## src/rtl/write_sequencer_if.sv

```systemverilog
// Write-path bus of the frame write sequencer: pipeline strobes in,
// BMP buffer writes and dump handshake out.
interface write_sequencer_if #(
    parameter int unsigned ADDR_WIDTH = 21
) ();
    logic                  start;
    logic                  horizontal_Pulse;
    logic                  wr_Enable;
    logic [ADDR_WIDTH-1:0] wr_Addr_Even;
    logic [ADDR_WIDTH-1:0] wr_Addr_Odd;
    logic [15:0]           row_Index;
    logic [15:0]           col_Index;
    logic                  dump_Req;
    logic                  dump_Ack;
    logic                  sig_Write_Done;
    logic                  overflow_Error;

    // Sequencer side
    modport master (
        input  start, horizontal_Pulse, dump_Ack,
        output wr_Enable, wr_Addr_Even, wr_Addr_Odd, row_Index, col_Index,
               dump_Req, sig_Write_Done, overflow_Error
    );

    // Pipeline / buffer / BMP writer side
    modport slave (
        output start, horizontal_Pulse, dump_Ack,
        input  wr_Enable, wr_Addr_Even, wr_Addr_Odd, row_Index, col_Index,
               dump_Req, sig_Write_Done, overflow_Error
    );
endinterface

```

## src/rtl/write_sequencer.sv

```systemverilog
// Frame write sequencer: turns pixel-pair strobes into bottom-up, BGR byte
// addresses for the BMP buffer, then runs the dump req/ack handshake.
module write_sequencer #(
    parameter int unsigned IMAGE_WIDTH  = 768,
    parameter int unsigned IMAGE_HEIGHT = 512,
    parameter int unsigned ADDR_WIDTH   = 21
) (
    input logic               clk,
    input logic               reset,
    write_sequencer_if.master bus
);
    localparam logic [1:0] ST_IDLE    = 2'd0;
    localparam logic [1:0] ST_CAPTURE = 2'd1;
    localparam logic [1:0] ST_DUMP    = 2'd2;
    localparam logic [1:0] ST_DONE    = 2'd3;

    localparam int unsigned ROW_BYTES_I = IMAGE_WIDTH * 3;
    localparam int unsigned BASE_INIT_I = (IMAGE_HEIGHT - 1) * IMAGE_WIDTH * 3;

    localparam logic [ADDR_WIDTH-1:0] ROW_BYTES = ADDR_WIDTH'(ROW_BYTES_I);
    localparam logic [ADDR_WIDTH-1:0] BASE_INIT = ADDR_WIDTH'(BASE_INIT_I);
    localparam logic [ADDR_WIDTH-1:0] PAIR_STEP = ADDR_WIDTH'(6);
    localparam logic [ADDR_WIDTH-1:0] PIX_STEP  = ADDR_WIDTH'(3);
    localparam logic [15:0]           COL_LAST  = 16'(IMAGE_WIDTH - 2);
    localparam logic [15:0]           ROW_LAST  = 16'(IMAGE_HEIGHT - 1);

    logic [1:0]            state_q,     state_d;
    logic [15:0]           row_q,       row_d;
    logic [15:0]           col_q,       col_d;
    logic [ADDR_WIDTH-1:0] base_q,      base_d;
    logic [ADDR_WIDTH-1:0] col_off_q,   col_off_d;
    logic                  wr_en_q,     wr_en_d;
    logic [ADDR_WIDTH-1:0] addr_even_q, addr_even_d;
    logic [ADDR_WIDTH-1:0] addr_odd_q,  addr_odd_d;
    logic [15:0]           row_idx_q,   row_idx_d;
    logic [15:0]           col_idx_q,   col_idx_d;
    logic                  dump_req_q,  dump_req_d;
    logic                  done_q,      done_d;
    logic                  ovf_q,       ovf_d;

    // Next-state and next-output logic; column offset runs in steps of 6
    // bytes so the address needs only an adder, never a multiplier.
    always_comb begin
        state_d     = state_q;
        row_d       = row_q;
        col_d       = col_q;
        base_d      = base_q;
        col_off_d   = col_off_q;
        wr_en_d     = 1'b0;
        addr_even_d = addr_even_q;
        addr_odd_d  = addr_odd_q;
        row_idx_d   = row_idx_q;
        col_idx_d   = col_idx_q;
        dump_req_d  = dump_req_q;
        done_d      = done_q;
        ovf_d       = ovf_q;

        case (state_q)
            ST_IDLE, ST_DONE: begin
                if (bus.start) begin
                    state_d   = ST_CAPTURE;
                    row_d     = 16'd0;
                    col_d     = 16'd0;
                    col_off_d = '0;
                    base_d    = BASE_INIT;
                    ovf_d     = 1'b0;
                    done_d    = 1'b0;
                end else if (bus.horizontal_Pulse && (state_q == ST_DONE)) begin
                    ovf_d = 1'b1;
                end
            end
            ST_CAPTURE: begin
                if (bus.horizontal_Pulse) begin
                    wr_en_d     = 1'b1;
                    addr_even_d = base_q + col_off_q;
                    addr_odd_d  = base_q + col_off_q + PIX_STEP;
                    row_idx_d   = row_q;
                    col_idx_d   = col_q;
                    if (col_q == COL_LAST) begin
                        col_d     = 16'd0;
                        col_off_d = '0;
                        row_d     = row_q + 16'd1;
                        base_d    = base_q - ROW_BYTES;
                        if (row_q == ROW_LAST) begin
                            state_d    = ST_DUMP;
                            dump_req_d = 1'b1;
                        end
                    end else begin
                        col_d     = col_q + 16'd2;
                        col_off_d = col_off_q + PAIR_STEP;
                    end
                end
            end
            default: begin
                if (bus.horizontal_Pulse) begin
                    ovf_d = 1'b1;
                end
                if (bus.dump_Ack) begin
                    state_d    = ST_DONE;
                    dump_req_d = 1'b0;
                    done_d     = 1'b1;
                end
            end
        endcase
    end

    // State and registered outputs; reset abandons any partial frame.
    always_ff @(posedge clk or negedge reset) begin
        if (!reset) begin
            state_q     <= ST_IDLE;
            row_q       <= 16'd0;
            col_q       <= 16'd0;
            base_q      <= '0;
            col_off_q   <= '0;
            wr_en_q     <= 1'b0;
            addr_even_q <= '0;
            addr_odd_q  <= '0;
            row_idx_q   <= 16'd0;
            col_idx_q   <= 16'd0;
            dump_req_q  <= 1'b0;
            done_q      <= 1'b0;
            ovf_q       <= 1'b0;
        end else begin
            state_q     <= state_d;
            row_q       <= row_d;
            col_q       <= col_d;
            base_q      <= base_d;
            col_off_q   <= col_off_d;
            wr_en_q     <= wr_en_d;
            addr_even_q <= addr_even_d;
            addr_odd_q  <= addr_odd_d;
            row_idx_q   <= row_idx_d;
            col_idx_q   <= col_idx_d;
            dump_req_q  <= dump_req_d;
            done_q      <= done_d;
            ovf_q       <= ovf_d;
        end
    end

    assign bus.wr_Enable      = wr_en_q;
    assign bus.wr_Addr_Even   = addr_even_q;
    assign bus.wr_Addr_Odd    = addr_odd_q;
    assign bus.row_Index      = row_idx_q;
    assign bus.col_Index      = col_idx_q;
    assign bus.dump_Req       = dump_req_q;
    assign bus.sig_Write_Done = done_q;
    assign bus.overflow_Error = ovf_q;
endmodule
```

## src/flat_wrapper.sv

```systemverilog
// flat-port wrapper written by rule: the top's interface ports become plain ports
module write_sequencer_flat 
#(
    parameter int unsigned IMAGE_WIDTH  = 768,
    parameter int unsigned IMAGE_HEIGHT = 512,
    parameter int unsigned ADDR_WIDTH   = 21
)
  (clk, reset, bus_start, bus_horizontal_Pulse, bus_dump_Ack, bus_wr_Enable, bus_wr_Addr_Even, bus_wr_Addr_Odd, bus_row_Index, bus_col_Index, bus_dump_Req, bus_sig_Write_Done, bus_overflow_Error);
  write_sequencer_if #(.ADDR_WIDTH(ADDR_WIDTH)) bus_i ();
  input logic clk;
  input logic reset;
  input wire logic [$bits(bus_i.start)-1:0] bus_start;
  input wire logic [$bits(bus_i.horizontal_Pulse)-1:0] bus_horizontal_Pulse;
  input wire logic [$bits(bus_i.dump_Ack)-1:0] bus_dump_Ack;
  output wire logic [$bits(bus_i.wr_Enable)-1:0] bus_wr_Enable;
  output wire logic [$bits(bus_i.wr_Addr_Even)-1:0] bus_wr_Addr_Even;
  output wire logic [$bits(bus_i.wr_Addr_Odd)-1:0] bus_wr_Addr_Odd;
  output wire logic [$bits(bus_i.row_Index)-1:0] bus_row_Index;
  output wire logic [$bits(bus_i.col_Index)-1:0] bus_col_Index;
  output wire logic [$bits(bus_i.dump_Req)-1:0] bus_dump_Req;
  output wire logic [$bits(bus_i.sig_Write_Done)-1:0] bus_sig_Write_Done;
  output wire logic [$bits(bus_i.overflow_Error)-1:0] bus_overflow_Error;
  assign bus_i.start = bus_start;
  assign bus_i.horizontal_Pulse = bus_horizontal_Pulse;
  assign bus_i.dump_Ack = bus_dump_Ack;
  assign bus_wr_Enable = bus_i.wr_Enable;
  assign bus_wr_Addr_Even = bus_i.wr_Addr_Even;
  assign bus_wr_Addr_Odd = bus_i.wr_Addr_Odd;
  assign bus_row_Index = bus_i.row_Index;
  assign bus_col_Index = bus_i.col_Index;
  assign bus_dump_Req = bus_i.dump_Req;
  assign bus_sig_Write_Done = bus_i.sig_Write_Done;
  assign bus_overflow_Error = bus_i.overflow_Error;
  write_sequencer #(.IMAGE_WIDTH(IMAGE_WIDTH), .IMAGE_HEIGHT(IMAGE_HEIGHT), .ADDR_WIDTH(ADDR_WIDTH)) u_core (.clk(clk), .reset(reset), .bus(bus_i));
endmodule
```

## config.mk

```make
export PLATFORM = sky130hd
export DESIGN_NAME = write_sequencer_flat
export DESIGN_NICKNAME = d
export VERILOG_FILES = /design/src/rtl/write_sequencer_if.sv /design/src/rtl/write_sequencer.sv /design/src/flat_wrapper.sv
export SDC_FILE = /design/constraint.sdc
export NUM_CORES = 1
export LEC_CHECK = 0
export ABC_AREA = 1
export CAP_MARGIN = 20
export CORE_MARGIN = 10
export CORE_UTILIZATION = 64
export CTS_CLUSTER_SIZE = 12
export DETAILED_ROUTE_END_ITERATION = 6
export DONT_BUFFER_PORTS = 1
export PLACE_DENSITY_LB_ADDON = 0.2
export SLEW_MARGIN = 20
export SYNTH_ARGS = -nofsm -noshare
export SYNTH_HDL_FRONTEND = slang
export SYNTH_SLANG_ARGS = --single-unit
```

## constraint.sdc

```tcl
create_clock -name clk -period 2.5 [get_ports clk]
set_clock_uncertainty 0.1 [all_clocks]
set_input_delay 0.625 -clock clk [delete_from_list [all_inputs] [get_ports clk]]
set_output_delay 0.625 -clock clk [all_outputs]
set_load 0.01 [all_outputs]
```

==> results of run 1 <==
==> power breakdown <==
| part | internal, mW | switching, mW |
|---|---|---|
| Combinational | 0.713 | 1.54 |
| Sequential | 2.77 | 0.560 |
| Clock | 1.50 | 0.968 |
| Total | 4.97 | 3.07 |
==> per-layer routing <==
metal	vias to the layer above	wire, um	track usage, %
li1	3187	-	-
met2	174	8060	34.2
met3	32	1200	6.24
met1	2985	7530	26.0
met4	0	293	7.56
met5	-	0	0
==> stage by stage <==
stage	total power [mW]	utilization, %
after global routing	8.56	72.3
after CTS	8.08	72.2
final	8.04	72.3
after floorplan	5.00	-
after detailed placement	5.60	67.2
after global placement	5.53	67.2
==> timing repair <==
item / in CTS / in global routing
endpoints found under the hold margin: 142 / 142
setup buffers: 0 / 0
resized for setup: 0 / 4
endpoints found under the setup margin: 0 / 5
==> critical path: stages, from the launching register on <==
cell and delay (ps):
dfrtp_1 420, ha_1 360, nand2_2 130, inv_2 50, nor2_4 150, nand2_1 70, nor2_1 190, nand3_1 130
nor2_2 170, nand2_1 110, nor2_2 100, nand3_1 70, nand2_1 70, nand2_1 50
==> layout make-up <==
class	count	area share [%]
Clock buffer	19	5.30
Clock inverter	12	1.62
Inverter	121	5.54
Multi-Input combinational cell	683	41.9
Sequential cell	142	42.5
Tap cell	143	2.14
Timing Repair Buffer	9	0.958
==> cell families (layout without fill, tap and decap cells) <==
| kind of cell | after synthesis | count (layout) | synth area share (%) |
|---|---|---|---|
| buffers and inverters | 148 | 161 | 7.82 |
| adders and majority gates | 21 | 21 | 3.44 |
| xor gates and xnor gates | 10 | 10 | 1.15 |
| DFF | 142 | 142 | 46.5 |
| and+or+nand+nor | 499 | 499 | 29.9 |
| AOI/OAI and AO/OA | 151 | 151 | 11.1 |
| other | 1 | 2 | 0.0490 |
==> cell usage after synthesis, drive strengths merged, types with 3 or more instances <==
cell	instances	area, um2
buf	13	85.1
nand2	268	1050
o211ai	3	22.5
inv	119	452
xor2	9	78.8
nor4	8	50.1
nand3	70	393
o31ai	4	35.0
a31oi	5	31.3
ha	21	263
a21oi	33	169
o22ai	4	25.0
dfrtp	142	3550
o21ai	85	425
nand4	18	113
o21a	6	45.0
nor2	103	494
nor3	27	150
clkbuf	14	52.6
==> worst paths after layout <==
kind,end,slack [ps],depth (start not counted)
worst max-delay path,u_core.bus.wr_Addr_Odd[20],200,13
max in group asynchronous,u_core.state_q[0],2260,0
worst min-delay path,u_core.bus.wr_Addr_Odd[19],-200,0
worst max register to register,u_core.bus.wr_Addr_Odd[20],200,13
min in group clk,u_core.bus.sig_Write_Done,290,2
worst min register to register,u_core.state_q[1],420,2
==> sequential cells by signal, summed over array words and instances, names as in the netlist <==
name and flops:
u_core.bus.row_Index 16, u_core.col_q 15, u_core.bus.col_Index 15, u_core.row_q 16
u_core.bus.sig_Write_Done 1, u_core.bus.dump_Req 1, u_core.col_off_q 20, u_core.bus.overflow_Error 1
u_core.bus.wr_Addr_Odd 21, u_core.state_q 2, u_core.bus.wr_Addr_Even 20, u_core.bus.wr_Enable 1
u_core.base_q 13
==> summary.md, run 1 <==
| Metric | Value |
|---|---|
| Yosys reg bits | around 140 |
| Multi-input logic area | 0.00351 mm2 |
| Layout cell share with drive strength beyond 1 | between 10 and 15% |
| DP Cell Count | 1098 |
| Cell Area, Placed | 0.00778 mm2 |
| Final Hold Viols | approximately 140 |
| Setup TNS | 0 ps |
| N_diodes | 0 |
| Asr flop ratio synth | 100% |
| DR WL/cell | 15.1 um |
| DRT iter0 DRCs | 516 |
| Worst Setup SP | u_core.col_off_q[9] |
| # IOs | 83 |
| Hold crit path type | input port to asynchronous set/reset pin |
| Arr. time, crit path | 2510 ps |
| Failing checks | hold timing |
| Fill cell count | 905 |
| Cell Area, Synth | 0.00765 mm2 |
| Starting Density | 66.1% |
| GP Congestion | 0.849 |
| Max-cap violation count | 0 |
| Setup Viol. Count Final | 0 |
| Finished Layout Cells | 1129 |
| # nets final | 1000 |
| Worst hold slack | -201 ps |
| Root Driver | clkbuf_16 |
| P&R area growth vs syn | 9.33% |
| Routed WL | 17100 um |
| Htree depth | 4 |
| Die X | between 100 and 150 um |
| RR Startpoint | u_core.col_off_q[9] |
| WS Path Type | register to register |
| Total GRT Usage | 21.0% |
| Unrepaired setup endpoints after global routing | false |
| Clock Tree Buf Depth | 2 |
| Final ANT Viol Nets | 0 |
| Crit path launch type | register |
| Post-DP HPWL | between 10000 and 15000 um |
| Dpl ws | 178 ps |
| Cell variety after synth | 51 |
| Register Area | about 0.0036 mm2 |
| Pleak | 4.06 nW |
| # port buffers | 0 |
| Status | finished, violations left |
| Yosys warns | 0 |
| Initial antenna violation count | 0 |
| Total grt overflow | 0 |
| TritonRoute pass-1 iters | 5 |
| Critical Path Fanout Max | 5 |
| TritonCTS Buffers | 17 |
| Sink Count | 142 |
| Predominant post-synthesis flop cell | dfrtp_1 |
| Clk slew on worst S/H paths | 60 ps |
| Largest net degree at the start of global routing | 143 |
| EDFF count, synth | 0 |
| Most frequent cells in the layout | nand2_1, dfrtp_1, inv_1 |
| Maximum vdd drop | 0.694 mV |
| Number of global-route vias before repair | 6120 |
| Mean post-synth cell area | approximately 8 um2 |
| DR vias/cell | 5.65 |
| WP data required | 2710 ps |
| Clk_lat worst skew | 420 ps |
| Fmax | 435 MHz |
| Commonest non-fill, non-tap cell in the layout | nand2_1 |
| Crit end category | register |
| Core area | 0.0116 mm2 |
| Die H | around 130 um |
| Final Instance Area | around 0.0084 mm2 |
| Shortest period the worst path allows | 2300 ps |
| PnR worst setup slack | between 200 and 250 ps |
| Routed vias | 6378 |
| Row cnt | 39 |
| CTS tree | yes |
| Fin crit share | 91.9% |
| Slew Viols, Final | 0 |
| PwrDens | 962 mW/mm2 |
| Die Area | 0.0167 mm2 |
| DR DRC count | 0 |
| Seq/Total Area, Yosys | 46.5% |
| First-pass GRT wire length | 28700 um |
| Synth Instances | 972 |
Note: power is estimated with default switching activity, not from simulation.
==> run 2, diff against run 1 <==
- CORE_UTILIZATION: 64 -> 58
- clock period: 2.5 -> 1.9 ns (I/O delays scaled with it)
==> run 2 against run 1 <==
Net effect:
- the flow finishes with violations (hold timing, setup timing)
- clock power is 36% higher
- die area is 8.7% higher
- via count is 13% higher
- first-iteration DRC count is 6.4% higher
- critical endpoint unchanged
==> summary.md, run 2 (synthesis gave the netlist of run 1 again) <==
| Metric | Value |
|---|---|
| Largest net degree at the start of global routing | 143 (unchanged) |
| Commonest non-fill, non-tap cell in the layout | nand2_1 |
| TritonCTS Buffers | 17 (unchanged) |
| Setup Viol. Count Final | 23 (+23) |
| Die X | 135 um (+4.3%) |
| CP peak stage delay | 440 ps (+20 ps) |
| Root Driver | clkbuf_16 |
| Status | finished, violations left |
| Worst hold slack | -360 ps (-159 ps) |
| Sink Count | 142 (unchanged) |
| Most frequent cells in the layout | nand2_1, dfrtp_1, buf_4 |
| Pleak | 4.87 nW (+20%) |
| DR WL/cell | 17.2 um (+14%) |
| Total grt overflow | 0 (unchanged) |
| Die H | 135 um (+4.3%) |
| Failing checks | hold timing, setup timing |
| DRT iter0 DRCs | 549 (+6.4%) |
| Clk_lat worst skew | 420 ps (about the same) |
| Setup TNS | -1950 ps (-1950 ps) |
| Maximum vdd drop | 0.884 mV (+27%) |
| Largest register FFs | 21 (unchanged) |
| Final ANT Viol Nets | 0 (unchanged) |
| WP data required | 2110 ps (-600 ps) |
| Total GRT Usage | 21.4% (+0.38 points) |
| Initial antenna violation count | 0 (unchanged) |
| Arr. time, crit path | 2370 ps (-140 ps) |
| Core area | 0.0128 mm2 (+10%) |
| Critical Path Fanout Max | 4 (-1) |
| Layout cell share with drive strength beyond 1 | 32.1% (+21 points) |
| Finished Layout Cells | 1281 (+13%) |
| Crit path launch type | register |
| N_diodes | 0 (unchanged) |
| GP Congestion | 0.882 (+4.0%) |
| Htree depth | 4 (unchanged) |
| DR DRC count | 0 (unchanged) |
| Slowest CP cell | dfrtp_1 |
| # port buffers | 0 (unchanged) |
| Final Instance Area | 0.0102 mm2 (+22%) |
| DR vias/cell | 5.61 (-0.63%) |
| Clock Tree Buf Depth | 2 (unchanged) |
| Routed vias | 7191 (+13%) |
| CP dominant cell by count | nand2_1 |
| Row cnt | 41 (+5.1%) |
| Hold crit path type | input port to asynchronous set/reset pin |
| Final Hold Viols | 142 (unchanged) |
| CTS tree | yes |
| WS Path Type | register to register |
| Die Area | 0.0182 mm2 (+8.7%) |
| Crit-path cells | ha_4 -> nand2_1 -> buf_4 -> nor3_2 -> nand2_2 -> nand3_1 -> nand2_1 -> nor2_1 -> nand3_1 -> nand2_1 -> nand2_1 |
| Unrepaired setup endpoints after global routing | true |
| Shortest period the worst path allows | 2170 ps (-130 ps) |
| PwrDens | 1230 mW/mm2 (+28%) |
| Fmax | 462 MHz (+6.0%) |
| TritonRoute pass-1 iters | 5 (unchanged) |
| Starting Density | 59.9% (-6.3 points) |
| Max-cap violation count | 0 (unchanged) |
| First-pass GRT wire length | 32100 um (+12%) |
| Fin crit share | 114% (+22 points) |
| # IOs | 83 (unchanged) |
| Slew Viols, Final | 0 (unchanged) |
| Cell Area, Placed | 0.00858 mm2 (+10%) |
| # nets final | 1123 (+12%) |
| Clk slew on worst S/H paths | 60 ps (about the same) |
| Crit end category | register |
| Post-DP HPWL | 13400 um (+8.1%) |
| P&R area growth vs syn | 33.6% |
| Routed WL | 22000 um (+29%) |
| DP Cell Count | 1218 (+11%) |
| Power Total | 12.5 mW (+56%) |
| PnR worst setup slack | -267 ps (-470 ps) |
| Number of global-route vias before repair | 6674 (+9.1%) |
-- run 2: changes by cell type in the layout (fill, tap and decap cells not counted), moves of 10 or more --
| cell | change |
|---|---|
| nor2_1 | -19 |
| o21ai_1 | +10 |
| nand2_1 | -45 |
| nand2_4 | +17 |
| ha_4 | +12 |
| nand2_2 | +24 |
| inv_1 | -12 |
| o21ai_0 | -17 |
| nand3_1 | -14 |
| ha_1 | -15 |
| nor2_4 | +11 |
| buf_4 | +111 |
-- run 2: timing repair --
item	4_1_cts	5_1_grt
endpoints found under the hold margin	142	142
endpoints found under the setup margin	48	54
cloned	0	1
buffers inserted	10	22
pin swaps	22	53
resized for setup	35	178
-- run 2: cell type report --
cell class	count	area, um2
Clock buffer	25	465
Clock inverter	6	110
Fill cell	757	2560
Inverter	121	479
Multi-Input combinational cell	683	4300
Sequential cell	142	3550
Tap cell	172	215
Timing Repair Buffer	132	1090
-- run 2: critical path: cells and delay by family, from the launching register on --
| family | cells | cell delay (ps) |
|---|---|---|
| adders and majority gates | 1 | 310 |
| buffers and inverters | 1 | 170 |
| DFF | 1 | 440 |
| and+or+nand+nor | 9 | 1020 |
-- run 2: stage by stage --
step           setup WS [ps]  util, %
2_1_floorplan          -20.0        -
3_3_place_gp            -156     67.1
3_5_place_dp            -244     67.1
4_1_cts                 -121     73.6
5_1_grt                 -348     80.0
6_report                -267     80.0
-- run 2: worst paths after layout --
| path | start | to | slack, ps | cells past startpoint |
|---|---|---|---|---|
| min reg2reg | u_core.row_q[15] | u_core.row_q[15] | 430 | 2 |
| max in group asynchronous | reset | u_core.state_q[0] | 1760 | 0 |
| max reg2reg | u_core.col_off_q[15] | u_core.bus.wr_Addr_Odd[20] | -270 | 11 |
| min | reset | u_core.bus.wr_Addr_Odd[19] | -360 | 0 |
| min in group clk | bus_dump_Ack | u_core.bus.sig_Write_Done | 130 | 2 |
| max | u_core.col_off_q[15] | u_core.bus.wr_Addr_Odd[20] | -270 | 11 |
-- run 2: where the power goes --
group	internal [mW]	switching, mW	total (mW)	leakage [nW]
Combinational	2.02	2.81	4.83	2.75
Clock	2.09	1.25	3.34	0.272
Sequential	3.64	0.728	4.37	1.84
Total	7.75	4.79	12.5	4.87
-- run 2: routing by layer --
layer / global-route usage [%] / up-vias / wire (um)
met5: 0 / - / 0
met3: 5.82 / 50 / 1550
met4: 6.89 / 0 / 510
met2: 35.4 / 256 / 11100
met1: 26.4 / 3458 / 8850
li1: - / 3427 / -
==> run 3, diff against run 2 <==
==> constraint.sdc (replaced) <==
create_clock -name clk -period 1.9 [get_ports clk]
set_clock_uncertainty 0.1 [all_clocks]
set_input_delay 0.475 -clock clk [delete_from_list [all_inputs] [get_ports clk]]
set_output_delay 0.475 -clock clk [all_outputs]
set_load 0.05 [all_outputs]
==> run 3 against run 2 <==
Net effect:
- the run still ends with hold timing, setup timing left
- sequential cell count unchanged
- critical path depth rose by 4
- first-iteration DRC count increased by 64%
- register-to-register slack improved by 50 ps
- power is 21% higher
- worst setup slack improved by 47 ps
- non-clock buffer count increased by 18
- combinational power grew 24%
==> summary.md, run 3 (synthesis gave the netlist of run 1 again) <==
| Metric | Value |
|---|---|
| Status | finished, violations left |
| Failing checks | hold timing, setup timing |
| P&R area growth vs syn | 39.4% |
| Die H | 135 um (unchanged) |
| Final Hold Viols | 142 (unchanged) |
| Root Driver | clkbuf_16 |
| CP dominant cell by count | nand2_2 |
| Final Instance Area | 0.0107 mm2 (+4.3%) |
| Most frequent cells in the layout | nand2_1, dfrtp_1, buf_4 |
| Clock Tree Buf Depth | 2 (unchanged) |
| Shortest period the worst path allows | 2120 ps (-47.4 ps) |
| PwrDens | 1420 mW/mm2 (+16%) |
| Hold crit path type | input port to asynchronous set/reset pin |
| Final ANT Viol Nets | 0 (unchanged) |
| Slowest CP cell | dfrtp_1 |
| # nets final | 1142 (+1.7%) |
| Dpl ws | -194 ps (+50.7 ps) |
| Commonest non-fill, non-tap cell in the layout | nand2_1 |
| Unrepaired setup endpoints after global routing | true |
| Crit-path cells | ha_4 -> nand2_2 -> inv_2 -> nand2_2 -> nand2_2 -> nand2_2 -> nand2_2 -> nand2_2 -> nand2_2 -> buf_4 -> nor2_1 -> nand3_1 -> nand2_1 -> nand3_1 -> nand2_1 |
| # port buffers | 0 (unchanged) |
| Die X | 135 um (unchanged) |
| TritonCTS Buffers | 17 (unchanged) |
| Worst hold slack | -365 ps (-5.22 ps) |
| Initial antenna violation count | 0 (unchanged) |
| Routed vias | 7662 (+6.5%) |
| R2R setup slack | -220 ps (+50 ps) |
| WP data required | 2170 ps (+60 ps) |
| Critical Path Fanout Max | 3 (-1) |
| Row cnt | 41 (unchanged) |
| Utilization after layout | 83.4% (+3.5 points) |
| Largest register FFs | 21 (unchanged) |
| Layout cell share with drive strength beyond 1 | 37.1% (+5.0 points) |
| PnR worst setup slack | -219 ps (+47.4 ps) |
| Post-DP HPWL | 13200 um (-0.93%) |
| Worst Tran Pin Value | 649 ps |
| CP delay by family, top | simple AND/OR/NAND/NOR gates |
| Max-cap violation count | 0 (unchanged) |
| TritonRoute pass-1 iters | 5 (unchanged) |
| Slew Viols, Final | 0 (unchanged) |
| Fin crit share | 112% (-2.5 points) |
| Worst path bufs/invs | 2 (+1) |
| Crit path launch type | register |
| Clk_lat worst skew | 440 ps (+20 ps) |
| DRT iter0 DRCs | 901 (+64%) |
| GP Congestion | 0.872 (-1.2%) |
| CTS tree | yes |
| Htree depth | 4 (unchanged) |
| Starting Density | 59.9% (unchanged) |
| Max-Slew Margin vs Limit | 56.4% |
| First-pass GRT wire length | 32600 um (+1.5%) |
| Cell Area, Placed | 0.00861 mm2 (+0.35%) |
| Core area | 0.0128 mm2 (unchanged) |
| Crit end category | register |
| Number of global-route vias before repair | 6864 (+2.8%) |
| Total GRT Usage | 21.9% (+0.49 points) |
| Setup Viol. Count Final | 58 (+150%) |
| WS Path Type | register to register |
| Maximum vdd drop | 0.898 mV (+1.6%) |
| DR DRC count | 0 (unchanged) |
| Sink Count | 142 (unchanged) |
| Fmax | 472 MHz (+2.2%) |
| Die Area | 0.0182 mm2 (unchanged) |
| # IOs | 83 (unchanged) |
| N_diodes | 0 (unchanged) |
| Arr. time, crit path | 2390 ps (+20 ps) |
| Routed WL | 24700 um (+12%) |
| DR WL/cell | 19.0 um (+11%) |
| CP peak stage delay | 460 ps (+20 ps) |
| DR vias/cell | 5.89 (+4.9%) |
| Pleak | 5.06 nW (+4.1%) |
| Total grt overflow | 0 (unchanged) |
| Largest net degree at the start of global routing | 143 (unchanged) |
| Clk slew on worst S/H paths | 60 ps (about the same) |
## run 3: final timing paths
kind | start | endpoint | cells past startpoint
setup / recovery | u_core.base_q[10] | u_core.bus.wr_Addr_Odd[18] | 15
hold / removal | reset | u_core.bus.wr_Addr_Even[20] | 0
hold reg to reg | u_core.row_q[15] | u_core.row_q[15] | 2
max in group asynchronous | reset | u_core.state_q[0] | 0
setup reg to reg | u_core.base_q[10] | u_core.bus.wr_Addr_Odd[18] | 15
min in group clk | bus_dump_Ack | u_core.bus.sig_Write_Done | 2
## run 3: metal layers
metal	track usage (%)	routed length, um	vias up
met5	0	0	-
met4	6.89	1040	0
met3	6.64	1870	121
met2	37.1	12300	371
met1	25.9	9520	3687
li1	-	-	3483
## run 3: worst register-to-register path, cell delays in order (launching register included)
cell     delay, ps
dfrtp_1        460
ha_4           270
nand2_2        140
inv_2           60
nand2_2         90
nand2_2         80
nand2_2        100
nand2_2         80
nand2_2         90
nand2_2         80
buf_4          150
nor2_1         110
nand3_1         70
nand2_1         70
nand3_1         60
nand2_1         60
## run 3: metrics by stage
stage / setup TNS [ps] / std cells / total power [mW]
2_1_floorplan: -20.0 / 973 / 7.97
6_report: -5320 / 1301 / 15.1
4_1_cts: -555 / 1271 / 13.2
3_5_place_dp: -3100 / 1222 / 9.43
3_3_place_gp: -1500 / 1222 / 9.35
5_1_grt: -10240 / 1301 / 15.8
## run 3: layout make-up
cell class                      count  area (um2)
Tap cell                          172         215
Inverter                          121         498
Clock buffer                       23         468
Fill cell                         652        2110
Clock inverter                      9         134
Timing Repair inverter              1        16.3
Sequential cell                   142        3550
Multi-Input combinational cell    683        4440
Timing Repair Buffer              150        1330
## run 3: where the power goes
part	switching (mW)	internal [mW]	leakage (nW)
clock	1.33	2.14	0.292
combinational	3.37	2.60	2.93
sequential	2.08	3.61	1.84
total	6.79	8.34	5.06
## run 3: what timing repair did
item / CTS / global route
pin swaps: 31 / 52
gates resized for setup: 51 / 234
gates cloned: 0 / 3
setup buffers: 17 / 29
setup endpoints to repair: 54 / 61
endpoints found under the hold margin: 142 / 142
